**src/rtl/par_serializer.sv**
```systemverilog
// Parallel-to-serial shifter with a simultaneous serial-to-parallel receive path.
// A new word may be loaded on the final-bit strobe so consecutive words stream with no gap.
module par_serializer #(
  parameter int WIDTH      = 8,
  parameter int MSB_FIRST  = 1,
  parameter int IDLE_LEVEL = 1
) (
  input  logic             clk,
  input  logic             clr,
  input  logic [WIDTH-1:0] par_in,
  input  logic             load_valid,
  output logic             load_ready,
  input  logic             shift_en,
  input  logic             ser_in,
  output logic             qout,
  output logic             busy,
  output logic             done,
  output logic [WIDTH-1:0] rx_data
);

  localparam int CW = $clog2(WIDTH);
  localparam logic [CW-1:0] LAST_CNT = CW'(WIDTH - 1);

  typedef enum logic {IDLE, SHIFT} state_t;

  state_t           state_q, state_d;
  logic [WIDTH-1:0] shreg_q, shreg_d;
  logic [CW-1:0]    cnt_q, cnt_d;
  logic [WIDTH-1:0] rx_q, rx_d;
  logic             done_q, done_d;

  logic             last_shift;
  logic             load_acc;
  logic [WIDTH-1:0] shifted;

  always_comb begin
    last_shift = (state_q == SHIFT) && shift_en && (cnt_q == LAST_CNT);
    load_ready = (state_q == IDLE) || last_shift;
    load_acc   = load_valid && load_ready;

    // Bits move toward the output end; ser_in fills the vacated end.
    if (MSB_FIRST != 0) begin
      shifted = {shreg_q[WIDTH-2:0], ser_in};
    end else begin
      shifted = {ser_in, shreg_q[WIDTH-1:1]};
    end

    state_d = state_q;
    shreg_d = shreg_q;
    cnt_d   = cnt_q;
    rx_d    = rx_q;
    done_d  = 1'b0;

    if ((state_q == SHIFT) && shift_en) begin
      shreg_d = shifted;
      if (cnt_q == LAST_CNT) begin
        done_d  = 1'b1;
        rx_d    = shifted;
        state_d = IDLE;
        cnt_d   = '0;
      end else begin
        cnt_d = cnt_q + CW'(1);
      end
    end

    // A load on the final-bit strobe overrides the return to IDLE.
    if (load_acc) begin
      shreg_d = par_in;
      cnt_d   = '0;
      state_d = SHIFT;
    end
  end

  always_ff @(posedge clk) begin
    if (!clr) begin
      state_q <= IDLE;
      shreg_q <= '0;
      cnt_q   <= '0;
      rx_q    <= '0;
      done_q  <= 1'b0;
    end else begin
      state_q <= state_d;
      shreg_q <= shreg_d;
      cnt_q   <= cnt_d;
      rx_q    <= rx_d;
      done_q  <= done_d;
    end
  end

  always_comb begin
    if (state_q == SHIFT) begin
      qout = (MSB_FIRST != 0) ? shreg_q[WIDTH-1] : shreg_q[0];
    end else begin
      qout = 1'(IDLE_LEVEL);
    end
    busy    = (state_q == SHIFT);
    done    = done_q;
    rx_data = rx_q;
  end

endmodule

```
**config.mk**
```make
export PLATFORM = sky130hd
export DESIGN_NAME = par_serializer
export DESIGN_NICKNAME = d
export VERILOG_FILES = /design/src/rtl/par_serializer.sv
export SDC_FILE = /design/constraint.sdc
export NUM_CORES = 1
export LEC_CHECK = 0
export ABC_CLOCK_PERIOD_IN_PS = 2900
export CORE_MARGIN = 8
export CORE_UTILIZATION = 45
export DETAILED_ROUTE_END_ITERATION = 12
export PLACE_DENSITY = 0.74
export SYNTH_ARGS = -nofsm -noshare
export SYNTH_HDL_FRONTEND = slang
export SYNTH_SLANG_ARGS = --single-unit
export TNS_END_PERCENT = 10
```
**constraint.sdc**
```tcl
create_clock -name clk -period 2.9 [get_ports clk]
set_input_delay 0.87 -clock clk [delete_from_list [all_inputs] [get_ports clk]]
set_output_delay 0.87 -clock clk [all_outputs]
set_load 0.02 [all_outputs]
```
==> impl_metrics.py, run 1 <==
metrics = {
    "sta": {
        "setup_violations": 0,
        "fin_ws_ns": 0.194,
        "finalHoldViolCount": 0,
        "tightest_slew_ns": 0.605,
        "fmax_ghz": 0.370,
        "tns_ns": 0,
        "slew_headroom_pct": 59.5,
        "slew_violations": 0,
        "min_period_ns": 2.71,
        "fin_crit_sh_pct": 93.3,
        "finClkSkew_ns": 0.000938,
        "rsz0062_at_grt": "no",
    },
    "place": {
        "pre_cts_ws_ns": -0.0654,
        "dp_hpwl_um": 1610,
        "dp.cells": 156,
        "place_congestion": 0.766,
        "port_buffers": 24,
    },
    "final_layout": {
        "seq_area_sq_um": 420,
        "final_common_cell": "clkdlybuf4s50_1",
        "layout-drive-gt1-share_pct": 6.06,
        "stdcell_count": 160,
        "mostFrequentLayoutCells": "23 x clkdlybuf4s50_1, 21 x dfxtp_1, 19 x nand2_1, 10 x a21boi_1, 10 x a21oi_1",
        "syn2layout_area_growth_pct": 29.1,
        "multiInputGateArea_sq_um": 509,
        "nNetsFinal": 148,
        "diodes": 0,
        "post-route-util_pct": 59.2,
        "fill_cells": 203,
    },
    "power": {
        "powerDensity_nw_per_um2": 422,
        "irDropWorstVdd_mv": 0.276,
        "p_leak_nw": 0.515,
    },
    "global_routing": {
        "top_usage_layer": "met2",
        "grt_pass1_vias": 870,
        "grt_overflow_total": 0,
        "gr-usage-met3_pct": 3.94,
        "use_met1_pct": 13.0,
        "grt_max_degree": 21,
        "grt_usage_pct": 11.9,
        "antenna_found_initial": 0,
        "grt_pass1_wl_um": 3870,
        "use_met2_pct": 20.4,
    },
    "run": {
        "maxCapViolCount": 0,
    },
    "critical_path": {
        "worstSetupPathType": "input port to primary output",
        "r2r_slack_ns": 1.31,
        "cp-end-kind": "primary output",
        "cp_max_fo": 2,
        "cp-start-kind": "input port",
        "crit_required_ns": 2.03,
        "arrival_ns": 1.84,
    },
    "clock_tree": {
        "ctsHtreeMaxLevel": 1,
        "root_buffer": "clkbuf_4",
        "numCtsBuffers": 3,
        "clock_latency_ns": 0.30,
        "cts_tree": "yes",
        "cts_setup_buffers": 0,
        "post_cts_resized": 1,
        "clock-sinks": 21,
        "path_clk_slew_ns": 0.11,
        "clockBufferDepth": 2,
        "cts-hold-fix-buffers": 0,
    },
    "logic_synthesis": {
        "syn_avg_cell_area_sq_um": 9.12,
        "synth_largest_area_cell": "dfxtp_1",
        "ys_types": 23,
        "ys_ff_latch": 21,
        "synth.cell_area_sq_um": 976,
        "synth-warning-count": 0,
        "synthesis.nets": 122,
        "syn_inst": 107,
        "synth_top_area_share_pct": 43.1,
        "synthTopCellsByArea": "dfxtp_1 43%, mux2i_1 8.2%, a21boi_1 7.7%",
        "yosysSeqAreaShare_pct": 43.1,
    },
    "floorplanning": {
        "start_util_pct": 45.9,
        "core_sq_um": 2130,
        "die_w_um": 62.6,
        "die_y_um": 62.6,
        "ios": 25,
        "num_rows": 17,
        "fp.dieArea_sq_um": 3920,
    },
    "route": {
        "dr.pass1.iters": 4,
        "via_count": 857,
        "drt-initial-drc-count": 9,
        "drtAntennaViolNets": 0,
        "routed_via_density": 5.36,
        "drc_errors": 0,
        "drt_wl_total_um": 2170,
        "wl_per_cell_um": 13.6,
    },
    "min_path": {
        "holdCritPathClass": "flip-flop to flip-flop",
    },
    "status": {
        "status": "completed",
    },
}
-- cells in the mapped netlist --
cell      count
a21oi_1      10
o21a_1        1
dfxtp_1      21
buf_4         1
nand2b_1      8
buf_2         1
o21ai_1       1
ha_1          2
nand3_1       4
a21boi_1     10
and2_1        1
or3_1         1
clkbuf_1      2
nand2_2       1
inv_1         2
clkbuf_4      1
buf_6         1
o221ai_1      8
mux2i_1       8
mux2_4        1
and3_1        1
nand2_1      19
or2b_1        2
-- routing by layer --
metal | wire length [um] | vias up
li1 | - | 431
met1 | 982 | 389
met2 | 1010 | 30
met3 | 126 | 7
met4 | 55 | 0
met5 | 0 | -
-- cells by family after synthesis --
logic type	count (synthesis)	synth area share (%)
AO/OA/AOI/OAI	30	21.3
adder cells (fa/ha/maj)	2	2.56
buffers and inverters	8	4.74
flip-flops	21	43.1
multiplexers	9	9.74
AND/OR/NAND/NOR	37	18.6
-- metrics by stage --
step	hold slack, ns	total power [W]	area (sq um)
after CTS	0.462	0.000538	1260
after floorplan	0.439	0.000363	976
after global routing	0.486	0.000563	1260
after global placement	0.441	0.000397	1230
after detailed placement	0.446	0.000399	1230
final	0.457	0.000532	1260
-- where the power goes --
part           switching, W  internal, W  leakage [nW]  total (W)
clock network     0.0000863    0.0000536        0.0150   0.000140
logic             0.0000365    0.0000448         0.328  0.0000813
registers        0.00000985     0.000301         0.172   0.000311
total              0.000133     0.000399         0.515   0.000532
-- final timing paths --
| kind | startpoint | end | depth (start not counted) |
|---|---|---|---|
| setup / recovery | shift_en | load_ready | 4 |
| hold / removal | rx_data[4] | rx_data[4] | 2 |
| setup reg to reg | cnt_q[0] | shreg_q[1] | 5 |
| hold reg to reg | rx_data[4] | rx_data[4] | 2 |
-- sequential cells by signal, indices dropped and copies added, names as in the netlist --
name     cells
busy         1
shreg_q      8
cnt_q        3
rx_data      8
done         1
-- worst max-delay path, cell delays in order --
cell	delay, ns
clkdlybuf4s50_1	0.42
a21boi_1	0.18
inv_1	0.05
dlygate4sd2_1	0.32
-- layout make-up --
type                       instances  share of cell area, %
sequential                        21                   33.4
clock buffer                       4                   2.09
timing repair buffer              27                   20.8
tap                               28                   2.78
multi-input combinational         78                   40.4
inverter                           2                  0.596
Note: power is estimated with default switching activity, not from simulation.
==> inputs of run 2 (changes only) <==
- CORE_MARGIN: 8 -> 3
==> run 2 against run 1 <==
Effect of this change: first-iteration DRC count rose by 67%; critical path depth did not move; count of clock-buffer cells in the layout fell by 1; flip-flop and latch count did not move; non-clock buffer count did not move; largest cell class unchanged; power barely moved; critical path type unchanged; design area did not move; global-route usage rose by 4.5 points; clock skew rose by 0.0051 ns; worst hold slack improved by 0.0030 ns; maximum frequency fell by 0.75%.
==> impl_metrics.py, run 2 (synthesized netlist as in run 1, its figures left out) <==
metrics = {
    "clock_tree": {
        "path_clk_slew_ns": 0.12,
        "clock_latency_ns": 0.30,
        "numCtsBuffers": 3,
        "clockBufferDepth": 2,
        "cts-hold-fix-buffers": 0,
        "root_buffer": "clkbuf_4",
        "clock-sinks": 21,
        "ctsHtreeMaxLevel": 1,
        "cts_tree": "yes",
    },
    "route": {
        "dr.pass1.iters": 4,
        "drt-initial-drc-count": 15,
        "drtAntennaViolNets": 0,
        "wl_per_cell_um": 12.7,
        "routed_via_density": 5.34,
        "drt_wl_total_um": 2020,
        "via_count": 849,
        "drc_errors": 0,
    },
    "run": {
        "maxCapViolCount": 0,
    },
    "global_routing": {
        "grt_usage_pct": 16.3,
        "grt_max_degree": 21,
        "grt_overflow_total": 0,
        "grt_pass1_vias": 839,
        "antenna_found_initial": 0,
        "grt_pass1_wl_um": 3410,
    },
    "critical_path": {
        "cp.depth": 4,
        "cpPeakStageDelay_ns": 0.43,
        "path_buf_inv": 3,
        "cp-end-kind": "primary output",
        "cp_max_fo": 2,
        "path_cells": "clkdlybuf4s50_1 -> a21boi_1 -> inv_1 -> dlygate4sd2_1",
        "crit_family": "buffers and inverters",
        "rr_worst_depth": 5,
        "arrival_ns": 1.86,
        "startpoint": "shift_en",
        "r2r_slack_ns": 1.31,
        "slowest_stage": "clkdlybuf4s50_1",
        "crit_required_ns": 2.03,
        "critPathCapture": "load_ready",
        "crit-reg2reg-launch": "cnt_q[0]",
        "cp-start-kind": "input port",
        "worstSetupPathType": "input port to primary output",
        "r2r-end": "shreg_q[7]",
    },
    "final_layout": {
        "fin_area_sq_um": 1260,
        "diodes": 0,
        "final_common_cell": "clkdlybuf4s50_1",
        "stdcell_count": 159,
        "mostFrequentLayoutCells": "23 x clkdlybuf4s50_1, 21 x dfxtp_1, 19 x nand2_1, 10 x a21boi_1, 10 x a21oi_1",
        "layout-drive-gt1-share_pct": 6.82,
        "syn2layout_area_growth_pct": 29.1,
        "nNetsFinal": 148,
    },
    "sta": {
        "tns_ns": 0,
        "slew_violations": 0,
        "fin_crit_sh_pct": 94.0,
        "finClkSkew_ns": 0.00608,
        "min_period_ns": 2.73,
        "setup_violations": 0,
        "finalHoldViolCount": 0,
        "rsz0062_at_grt": "no",
        "fmax_ghz": 0.367,
        "tightest_slew_ns": 0.647,
        "slew_headroom_pct": 56.7,
    },
    "floorplanning": {
        "die_w_um": 52.6,
        "fp.dieArea_sq_um": 2760,
        "die_y_um": 52.6,
        "num_rows": 16,
        "core_sq_um": 2000,
        "start_util_pct": 48.8,
        "ios": 25,
    },
    "status": {
        "status": "completed",
    },
    "power": {
        "irDropWorstVdd_mv": 0.238,
        "p_leak_nw": 0.517,
        "powerDensity_nw_per_um2": 422,
    },
    "min_path": {
        "hold_path_depth": 2,
        "holdCritPathClass": "flip-flop to flip-flop",
    },
    "place": {
        "dpl_cell_area_sq_um": 1230,
        "dp.cells": 155,
        "dp_hpwl_um": 1490,
        "place_congestion": 0.717,
        "port_buffers": 24,
    },
}
-- run 2: worst min path at each step --
stage / from / to
6_report: rx_data[4] / rx_data[4]
3_5_place_dp: rx_data[2] / rx_data[2]
5_1_grt: rx_data[7] / rx_data[7]
4_1_cts: rx_data[2] / rx_data[2]
2_1_floorplan: shreg_q[1] / rx_data[2]
3_3_place_gp: rx_data[6] / rx_data[6]
-- run 2: layer usage --
layer / track usage, % / up-vias / routed length [um]
met2: 27.7 / 19 / 1000
met4: 8.09 / 0 / 10
met5: 0 / - / 0
li1: - / 431 / -
met1: 19.6 / 397 / 909
met3: 2.85 / 2 / 95
-- run 2: cell type report --
cell class / instances / area (sq um)
Clock buffer: 3 / 22.5
Clock inverter: 1 / 5.00
Fill cell: 171 / 742
Inverter: 2 / 7.51
Multi-Input combinational cell: 78 / 509
Sequential cell: 21 / 420
Tap cell: 27 / 33.8
Timing Repair Buffer: 27 / 262
-- run 2: report_power, final --
part | internal (W) | switching, W
Sequential | 0.000301 | 0.00000782
Combinational | 0.0000449 | 0.0000387
Clock | 0.0000513 | 0.0000880
Total | 0.000397 | 0.000135
-- run 2: timing repair --
item	4_1_cts	5_1_grt
gates resized for setup	1	0
setup endpoints to repair	1	0
buffers inserted	0	0
-- run 2: per-stage QoR --
step           utilization, %  setup slack (ns)  total power [W]  hold slack, ns
2_1_floorplan               -             0.848         0.000363           0.439
3_3_place_gp             61.6           -0.0267         0.000397           0.441
3_5_place_dp             61.6           -0.0937         0.000400           0.445
4_1_cts                  62.9             0.148         0.000538           0.463
5_1_grt                  62.9            0.0904         0.000555           0.492
6_report                 62.9             0.174         0.000532           0.460
-- run 2: worst register-to-register path, stage by stage (launching register included) --
cell and delay (ns):
dfxtp_1 0.34, ha_1 0.20, ha_1 0.24, nand2_1 0.37, mux2i_1 0.25, a21oi_1 0.08
